`src/rtl/acc_alu_pkg.sv`:
```
// Shared types for the accumulator ALU unit: opcode and sequencer-state enums.
package acc_alu_pkg;

   localparam int OPC_W   = 4;
   localparam int NUM_OPS = 12;

   typedef enum logic [OPC_W-1:0] {
      OP_LOAD = 4'd0,
      OP_ADD  = 4'd1,
      OP_ADC  = 4'd2,
      OP_SUB  = 4'd3,
      OP_SBC  = 4'd4,
      OP_AND  = 4'd5,
      OP_OR   = 4'd6,
      OP_XOR  = 4'd7,
      OP_SHL  = 4'd8,
      OP_SHR  = 4'd9,
      OP_CMP  = 4'd10,
      OP_MUL  = 4'd11
   } op_e;

   typedef enum logic {
      IDLE    = 1'b0,
      MUL_RUN = 1'b1
   } seq_state_e;

endpackage

```
`src/rtl/acc_alu_unit_alu_comb.sv`:
```
// Combinational result/carry/zero for all single-cycle ops and CMP, plus
// per-op write enables for A, CY and Z.
module alu_comb
   import acc_alu_pkg::*;
#(
   parameter int WIDTH = 8
) (
   input  logic [OPC_W-1:0] op_i,
   input  logic [WIDTH-1:0] a_i,
   input  logic [WIDTH-1:0] r_i,
   input  logic             cy_i,
   output logic [WIDTH-1:0] res_o,
   output logic             cy_o,
   output logic             zero_o,
   output logic             wr_a_o,
   output logic             wr_cy_o,
   output logic             wr_z_o
);

   logic [WIDTH:0] sum_s;
   logic [WIDTH:0] diff_s;
   logic           cin_s;
   logic           bin_s;

   // Carry-in / borrow-in only apply to the chained variants.
   always_comb begin
      cin_s  = (op_i == OP_ADC) ? cy_i : 1'b0;
      bin_s  = (op_i == OP_SBC) ? cy_i : 1'b0;
      sum_s  = {1'b0, a_i} + {1'b0, r_i} + {{WIDTH{1'b0}}, cin_s};
      diff_s = {1'b0, a_i} - {1'b0, r_i} - {{WIDTH{1'b0}}, bin_s};
   end

   // Opcode decode: result, carry and which state elements are written.
   always_comb begin
      res_o   = a_i;
      cy_o    = cy_i;
      wr_a_o  = 1'b1;
      wr_cy_o = 1'b0;
      wr_z_o  = 1'b1;
      case (op_i)
         OP_LOAD: res_o = r_i;
         OP_ADD, OP_ADC: begin
            res_o   = sum_s[WIDTH-1:0];
            cy_o    = sum_s[WIDTH];
            wr_cy_o = 1'b1;
         end
         OP_SUB, OP_SBC: begin
            res_o   = diff_s[WIDTH-1:0];
            cy_o    = diff_s[WIDTH];
            wr_cy_o = 1'b1;
         end
         OP_AND: res_o = a_i & r_i;
         OP_OR:  res_o = a_i | r_i;
         OP_XOR: res_o = a_i ^ r_i;
         OP_SHL: begin
            res_o   = {a_i[WIDTH-2:0], cy_i};
            cy_o    = a_i[WIDTH-1];
            wr_cy_o = 1'b1;
         end
         OP_SHR: begin
            res_o   = {cy_i, a_i[WIDTH-1:1]};
            cy_o    = a_i[0];
            wr_cy_o = 1'b1;
         end
         OP_CMP: begin
            res_o   = diff_s[WIDTH-1:0];
            cy_o    = diff_s[WIDTH];
            wr_a_o  = 1'b0;
            wr_cy_o = 1'b1;
         end
         default: begin
            // MUL is sequenced by the top; undefined opcodes are no-ops.
            wr_a_o  = 1'b0;
            wr_cy_o = 1'b0;
            wr_z_o  = 1'b0;
         end
      endcase
   end

   assign zero_o = (res_o == {WIDTH{1'b0}});

endmodule

```
`src/rtl/acc_alu_unit.sv`:
```
// Accumulator datapath: A/H/CY/Z registers, start/busy/done handshake and a
// WIDTH-iteration shift-add multiplier leaving the product in {H,A}.
module acc_alu_unit
   import acc_alu_pkg::*;
#(
   parameter int WIDTH = 8,
   parameter int OP_W  = 4
) (
   input  logic             clk,
   input  logic             Reset,
   input  logic             start,
   input  logic [OP_W-1:0]  op,
   input  logic [WIDTH-1:0] R,
   output logic [WIDTH-1:0] A,
   output logic [WIDTH-1:0] H,
   output logic             CY,
   output logic             Z,
   output logic             busy,
   output logic             done
);

   localparam int CNT_W = (WIDTH > 2) ? $clog2(WIDTH) : 1;

   seq_state_e       state_q, state_d;
   logic [CNT_W-1:0] cnt_q, cnt_d;
   logic [WIDTH-1:0] a_q, a_d;
   logic [WIDTH-1:0] h_q, h_d;
   logic [WIDTH-1:0] mcand_q, mcand_d;
   logic             cy_q, cy_d;
   logic             z_q, z_d;
   logic             done_q, done_d;

   logic [OPC_W-1:0] op_code_s;
   logic [WIDTH-1:0] alu_res_s;
   logic             alu_cy_s;
   logic             alu_zero_s;
   logic             wr_a_s;
   logic             wr_cy_s;
   logic             wr_z_s;
   logic [WIDTH:0]   mul_sum_s;

   // Opcodes beyond the defined range collapse onto a no-op code.
   assign op_code_s = (op >= OP_W'(NUM_OPS)) ? 4'hF : op[OPC_W-1:0];

   alu_comb #(.WIDTH(WIDTH)) u_alu (
      .op_i    (op_code_s),
      .a_i     (a_q),
      .r_i     (R),
      .cy_i    (cy_q),
      .res_o   (alu_res_s),
      .cy_o    (alu_cy_s),
      .zero_o  (alu_zero_s),
      .wr_a_o  (wr_a_s),
      .wr_cy_o (wr_cy_s),
      .wr_z_o  (wr_z_s)
   );

   // During MUL, A holds the remaining multiplier bits and shifts right into H.
   assign mul_sum_s = {1'b0, h_q} + (a_q[0] ? {1'b0, mcand_q} : {(WIDTH+1){1'b0}});

   // Next-state: handshake, single-cycle writeback and MUL iteration.
   always_comb begin
      state_d = state_q;
      cnt_d   = cnt_q;
      a_d     = a_q;
      h_d     = h_q;
      mcand_d = mcand_q;
      cy_d    = cy_q;
      z_d     = z_q;
      done_d  = 1'b0;
      case (state_q)
         IDLE: begin
            if (start && (op_code_s == OP_MUL)) begin
               mcand_d = a_q;
               a_d     = R;
               h_d     = {WIDTH{1'b0}};
               cnt_d   = {CNT_W{1'b0}};
               state_d = MUL_RUN;
            end else if (start) begin
               a_d    = wr_a_s  ? alu_res_s  : a_q;
               cy_d   = wr_cy_s ? alu_cy_s   : cy_q;
               z_d    = wr_z_s  ? alu_zero_s : z_q;
               done_d = 1'b1;
            end else begin
               state_d = IDLE;
            end
         end
         MUL_RUN: begin
            h_d   = mul_sum_s[WIDTH:1];
            a_d   = {mul_sum_s[0], a_q[WIDTH-1:1]};
            cnt_d = cnt_q + {{(CNT_W-1){1'b0}}, 1'b1};
            if (cnt_q == CNT_W'(WIDTH-1)) begin
               state_d = IDLE;
               cy_d    = 1'b0;
               z_d     = ({h_d, a_d} == {(2*WIDTH){1'b0}});
               done_d  = 1'b1;
            end else begin
               state_d = MUL_RUN;
            end
         end
         default: state_d = IDLE;
      endcase
   end

   // State registers with synchronous reset that also aborts a MUL in flight.
   always_ff @(posedge clk) begin
      if (Reset) begin
         state_q <= IDLE;
         cnt_q   <= {CNT_W{1'b0}};
         a_q     <= {WIDTH{1'b0}};
         h_q     <= {WIDTH{1'b0}};
         mcand_q <= {WIDTH{1'b0}};
         cy_q    <= 1'b0;
         z_q     <= 1'b0;
         done_q  <= 1'b0;
      end else begin
         state_q <= state_d;
         cnt_q   <= cnt_d;
         a_q     <= a_d;
         h_q     <= h_d;
         mcand_q <= mcand_d;
         cy_q    <= cy_d;
         z_q     <= z_d;
         done_q  <= done_d;
      end
   end

   assign A    = a_q;
   assign H    = h_q;
   assign CY   = cy_q;
   assign Z    = z_q;
   assign busy = (state_q == MUL_RUN);
   assign done = done_q;

endmodule

```
`config.mk`:
```
export PLATFORM = sky130hd
export DESIGN_NAME = acc_alu_unit
export DESIGN_NICKNAME = d
export VERILOG_FILES = /design/src/rtl/acc_alu_pkg.sv /design/src/rtl/acc_alu_unit_alu_comb.sv /design/src/rtl/acc_alu_unit.sv
export SDC_FILE = /design/constraint.sdc
export NUM_CORES = 1
export LEC_CHECK = 0
export ABC_CLOCK_PERIOD_IN_PS = 3900
export CORE_ASPECT_RATIO = 0.7
export CORE_UTILIZATION = 45
export DETAILED_ROUTE_END_ITERATION = 8
export HOLD_SLACK_MARGIN = 0.03
export PLACE_DENSITY = 0.69
export SYNTH_ARGS = -nofsm -noshare
export SYNTH_HDL_FRONTEND = slang
export SYNTH_SLANG_ARGS = --single-unit
```
`constraint.sdc`:
```
create_clock -name clk -period 3.9 [get_ports clk]
set_input_delay 0.975 -clock clk [delete_from_list [all_inputs] [get_ports clk]]
set_output_delay 0.975 -clock clk [all_outputs]
set_load 0.05 [all_outputs]
```
* Yosys cells after proc, flatten, opt, wreduce, memory -nomap -nowiden
Index checks and enable logic that the tools add are counted.
Word-level totals: word-level logic and storage cells 87, register bits 31, output and inout port bits 20, input port bits 15
Operators by class: $add $sub $neg 6, reduce and logical (&&, ||, !) cells 13, mux-type cells 34, bitwise operators 4, eq/ne operators 21, magnitude comparators 1
Operator list (count):
- 8-bit one-hot mux with 8 select lines | 1
- 8-bit 2-to-1 mux | 5
- 8-bit one-hot mux with 2 select lines | 2
- 8-bit by 8-bit adder with 9-bit output | 2
- 1-bit 2-to-1 mux | 18
- 4-bit by 3-bit == test with 1-bit output, second input constant | 4
- 4-bit == test, second input constant | 4
- 16-bit logical NOT | 1
- 11-bit OR reduction | 1
- 2-bit != test, second input constant | 5
- 10-bit OR reduction | 1
- 9-bit by 1-bit adder with 9-bit output | 1
- 8-bit by 8-bit subtractor with 9-bit output | 1
- 9-bit by 1-bit subtractor with 9-bit output | 1
- 8-bit bitwise AND | 1
- 4-bit by 2-bit == test with 1-bit output, second input constant | 2
- 8-bit logical NOT | 1
- 8-bit OR | 1
- 1-bit one-hot mux with 2 select lines | 4
- 8-bit XOR | 1
- 7-bit OR reduction | 1
- 3-bit != test, second input constant | 2
- 3-bit one-hot mux with 2 select lines | 1
- 5-bit by 2-bit != test with 1-bit output, second input constant | 1
- 16 further kinds | 17

* Logic depth before layout (Yosys ltp)
depth after elaboration 11, mapped depth 14, gate-level depth less buffers 13

* Cells and area by module
From an unflattened synthesis, not the netlist that was laid out.
Unflattened totals: cells, all modules 495, area, all modules 3823.7 sq um
Modules (own cells, without submodules):
- alu_comb | cells an instance 270, instances 1, area each 1915.6 sq um, seq. area each 0.0 sq um
- acc_alu_unit | cells an instance 225, instances 1, area each 1908.1 sq um, seq. area each 620.6 sq um

* Worst setup path before layout
Ideal clock, no wire load.
path type input-to-reg, start input op[3], end register z_q (netlist: Z), arrival 3886 ps, slack -46 ps, data required time 3840 ps, stages on the path 12, library setup time 60 ps, path buffers 1, cell sequence clkbuf_1 > nor4b_2 > nand2_1 > fa_1 > fa_1 > o21ai_0 > a21oi_1 > a222oi_1 > a32oi_1 > or4_1 > nor3_1 > a41o_1
On the way: longest elaborated chain between the ends 11, elaborated cells between the ends (all ways) 32, classes of those cells 2 x add/sub; 1 x order compare; 13 x eq/ne; 9 x mux; 7 x reduce/logical
Ends and longest elaborated chain:
- start: declaration | RTL line acc_alu_unit.sv:12 | input logic [OP_W-1:0] op,
- 4-bit >= comparator | RTL line acc_alu_unit.sv:43 | assign op_code_s = (op >= OP_W'(NUM_OPS)) ? 4'hF : op[OPC_W-1:0];
- 4-bit 2-to-1 mux * | RTL line acc_alu_unit.sv:43
- 4-bit by 3-bit == test with 1-bit output or 4-bit by 2-bit == test with 1-bit output (tied branches) | RTL line acc_alu_unit_alu_comb.sv:28, acc_alu_unit_alu_comb.sv:40, acc_alu_unit_alu_comb.sv:27
- 1-bit 2-to-1 mux, on equally long branches | RTL line acc_alu_unit_alu_comb.sv:28, acc_alu_unit_alu_comb.sv:27
- 9-bit by 1-bit subtractor with 9-bit output or 9-bit by 1-bit adder with 9-bit output (tied branches) | RTL line acc_alu_unit_alu_comb.sv:30, acc_alu_unit_alu_comb.sv:29
- 8-bit one-hot mux with 8 select lines | RTL line acc_alu_unit_alu_comb.sv:40 | case (op_i)
- 8-bit logical NOT | RTL line acc_alu_unit_alu_comb.sv:80 | assign zero_o = (res_o == {WIDTH{1'b0}});
- 1-bit 2-to-1 mux | RTL line acc_alu_unit.sv:82 | z_d = wr_z_s ? alu_zero_s : z_q;
- 1-bit 2-to-1 mux | RTL line acc_alu_unit.sv:79 | end else if (start) begin
- 1-bit 2-to-1 mux | RTL line acc_alu_unit.sv:73 | if (start && (op_code_s == OP_MUL)) begin
- 1-bit one-hot mux with 2 select lines | RTL line acc_alu_unit.sv:71 | case (state_q)
- end signal: assignment | RTL line acc_alu_unit.sv:123 | z_q <= z_d;
- end: declaration | RTL line acc_alu_unit.sv:30 | logic z_q, z_d;
Every way passes the cells marked *; elsewhere a longest branch is shown, timed or not. The select of a mux whose other input is x is not followed. A chain may end at the register's enable or synchronous reset.

* Worst setup path in the final report
start input R[0], end register z_q (netlist: Z)
On the way: longest elaborated chain between the ends 8, elaborated cells between the ends (all ways) 13, classes of those cells 4 x add/sub; 5 x mux; 3 x bitwise; 1 x reduce/logical
Ends and longest elaborated chain:
- start: declaration | RTL line acc_alu_unit.sv:13 | input logic [WIDTH-1:0] R,
- 8-bit by 8-bit subtractor with 9-bit output or 8-bit by 8-bit adder with 9-bit output (tied branches) | RTL line acc_alu_unit_alu_comb.sv:30, acc_alu_unit_alu_comb.sv:29
- 9-bit by 1-bit subtractor with 9-bit output or 9-bit by 1-bit adder with 9-bit output (tied branches) | RTL line acc_alu_unit_alu_comb.sv:30, acc_alu_unit_alu_comb.sv:29
- 8-bit one-hot mux with 8 select lines * | RTL line acc_alu_unit_alu_comb.sv:40
- 8-bit logical NOT * | RTL line acc_alu_unit_alu_comb.sv:80
- 1-bit 2-to-1 mux * | RTL line acc_alu_unit.sv:82
- 1-bit 2-to-1 mux * | RTL line acc_alu_unit.sv:79
- 1-bit 2-to-1 mux * | RTL line acc_alu_unit.sv:73
- 1-bit one-hot mux with 2 select lines * | RTL line acc_alu_unit.sv:71
Marks and branches as above.

==> impl_results.md <==
- Status: finished clean
- Post-route ant nets: 0
- Initial antenna violation count: 0
- Hold crit path type: flip-flop to flip-flop
- Synthesized flop and latch total: 31
- FF-to-FF Start: A[0]
- Cts bufs inserted: 5
- Final hold violations: 0
- Area grow syn2layout: 27.2%
- Worst EP arrival: 3960 ps
- CTS Buffer Depth: 2
- Worst hold start: mcand_q[6]
- WP buf/inv: 2
- Vias in the first global route: 3490
- Placer Congestion: 0.962
- Post-DP HPWL: 8.71 mm
- Die Ht: 75.1 um
- Number of port buffers: 34
- Busiest grt layer: met1
- Met2 Track Usage GR: 42.5%
- IO Pins: 35
- Synthesized instance count: 459
- Routed wire length: 11.8 mm
- Fin cells: 629
- Fin Clk Skew: 1.58 ps
- Max_cap viols: 0
- First-pass GRT wire length: 18.3 mm
- Final #Nets: 592
- Top cell by count, worst path: fa_2
- EDFF count, synth: 0
- CTS tree: yes
- Share of cells above drive strength 1: 16.9%
- GRT overflow: 0
- Design area: 4370 um^2
- Sequential fraction of the synthesis area: 18.1%
- Synthesized area per cell: 7.48 um^2
- Worst rel slew slack: 50.3%
- Largest net degree at the start of global routing: 31
- Row count: 26
- H-Tree Depth: 2
- Starting Density: 46.7%
- Via-per-instance ratio: 6.11
- Placed cells: 619
- CP Capture Type: flip-flop
- RSZ-0062 raised after global routing: false
- Via count: 3844
- Critical-path top delay cell: fa_2
- Fraction of registers with async set/reset: 0%
- Static Leak: 1.92 nW
- Initial DRC count: 437
- Antenna diodes: 0
- Startpoint types: input port
- CTS sink cnt: 31
- Hold Path End: mcand_q[6]
- Prevailing post-synth register cell: dfxtp_1
- CP max stage delay: 550 ps
- Placed inst area: 4190 um^2
- Die ar.: 7990 um^2
- Peak VDD IR: 0.152 mV
- CP cell instances: clkdlybuf4s50_1 > inv_1 > fa_2 > fa_2 > o2111ai_2 > o22ai_1 > a21oi_1 > or4_1 > nor3_2 > a41o_1
- Least-Margin Pin Slew: 744 ps
- Cells on Worst Hold Path: 2
- Reg2reg setup slack: 320 ps
- CP delay by family, top: adder cells
- Met3 Resource Use GR: 7.53%
- Max Fanout on Critical Path: 3
- Fmax: 268 MHz
- Crit path time final: 3730 ps
- Worst-path clk slew: 60 ps
- Tcrit/Tclk final: 95.8%
- Total negative setup slack: 0 ps
- DRC Markers: 0
- Synth warnings: 0
- Fin util: 59.4%
- CTS root buffer: clkbuf_8
- Fillers: 691
- Setup Viol. Count Final: 0
- Cell area after synthesis: 3430 um^2
- Chip width: 106 um
- CP required: 4130 ps
- GRT Total Usage: 29.7%
- Drt pass-1 iters: 6
- R2r endpoint: Z
- Clk_lat worst skew: 280 ps
- Multi-input logic area: 2650 um^2
- Met1 usage: 44.5%
- Cell variety after synth: 66
- Core area: 7350 um^2
- R2R depth: 10
- Crit Path Class: input port to flip-flop
- Reg area: 621 um^2
- Slew Limit Fails: 0
- Power Density: 250 nW/um^2
- DR WL/cell: 18.7 um
- Synthesized Nets: 519
[state kept, by name (all words and copies together), names as in the netlist]
signal / count
CY: 1
Z: 1
busy: 1
cnt_q: 3
H: 8
mcand_q: 8
done: 1
A: 8
[area by class of cell]
class / count / area share, %
clock buffers: 6 / 1.66
inverters: 32 / 2.75
multi-input cells: 370 / 60.8
flip-flops and latches: 31 / 14.2
well taps: 98 / 2.81
repair buffers: 92 / 17.8
[logic make-up (layout without fill, tap and decap cells)]
group	count (synthesis)	after routing	share of synthesized area [%]
multiplexers	4	4	1.24
flip-flops	31	31	18.1
buffers and inverters	58	130	7.00
AO/OA/AOI/OAI	166	166	31.4
XOR/XNOR	16	16	4.08
AND/OR/NAND/NOR	139	139	20.7
adder cells (fa/ha/maj)	45	45	17.5
[through the flow]
step / worst slack, ps / hold WS [ps] / power, W
after floorplan: 5.21 / 449 / 0.000650
after global placement: -399 / 456 / 0.000822
after detailed placement: -489 / 466 / 0.000825
after CTS: 13.0 / 475 / 0.00106
after global routing: 10.9 / 489 / 0.00115
final: 166 / 476 / 0.00109
[timing repair]
| action | CTS | global route |
|---|---|---|
| endpoints found under the setup margin | 4 | 5 |
| resized for setup | 11 | 16 |
| hold buffers | 0 | 0 |
| buffers inserted | 1 | 3 |
| pin swaps | 3 | 17 |
[cells in the mapped netlist (6+ instances only)]
master	count	area (um^2)
nor3_1	9	45.0
a21oi_1	49	245
a31oi_1	9	56.3
ha_1	40	500
buf_2	6	30.0
and3_1	10	62.6
nor2_1	42	158
inv_1	31	116
a21o_1	7	52.6
xor2_1	8	70.1
nand2_1	27	101
and2_1	11	68.8
xnor2_1	8	70.1
o211ai_1	7	52.6
dfxtp_1	31	621
clkbuf_1	15	56.3
nand3_1	7	35.0
o21ai_0	34	170
nor2b_1	9	56.3
[worst reg2reg max path, delay by kind of cell (launching register included)]
| family | cells | cell delay, ps |
|---|---|---|
| AND/OR/NAND/NOR | 6 | 1950 |
| AO/OA/AOI/OAI | 2 | 320 |
| flip-flops | 1 | 580 |
| adder cells (fa/ha/maj) | 2 | 680 |
[worst max-delay path by stage]
stage | slack (ps) | start | depth (start not counted) | to
6_report | 170 | R[0] | 10 | Z
5_1_grt | 10 | op[1] | 14 | Z
4_1_cts | 10 | op[2] | 14 | Z
3_5_place_dp | -490 | op[3] | 12 | Z
3_3_place_gp | -400 | op[0] | 14 | Z
2_1_floorplan | 5 | op[3] | 12 | Z
[cells in the final DEF (no fill, tap or decap), drive strengths merged, types with 4 or more instances in the layout]
cell type      netlist  routed
a211oi               4       4
a21o                 7       7
a21oi               50      50
a221oi               5       5
a2bb2oi              5       5
a31oi                9       9
and2                11      11
and3                10      10
buf                 11      58
clkbuf              15       7
clkdlybuf4s50        0      30
dfxtp               31      31
fa                   5       5
ha                  40      40
inv                 32      32
nand2               27      27
nand2b               4       4
nand3                7       7
nor2                42      42
nor2b                9       9
nor3                10      10
o211ai               7       7
o21ai               36      36
o21bai               5       5
o22ai                5       5
xnor2                8       8
xor2                 8       8
[routing by layer]
layer / routed length [um] / vias up / part of all wire [%]
li1: - / 1816 / -
met1: 5630 / 1773 / 48
met2: 4660 / 230 / 40
met3: 1310 / 25 / 11
met4: 189 / 0 / 1.6
met5: 0 / - / 0
[power by group]
group	switching, W	leakage [nW]	internal [W]
registers	0.0000191	0.251	0.000327
clock network	0.000114	0.0371	0.000119
logic	0.000288	1.63	0.000224
total	0.000421	1.92	0.000669
No activity file was read; power rests on OpenSTA's default activity.
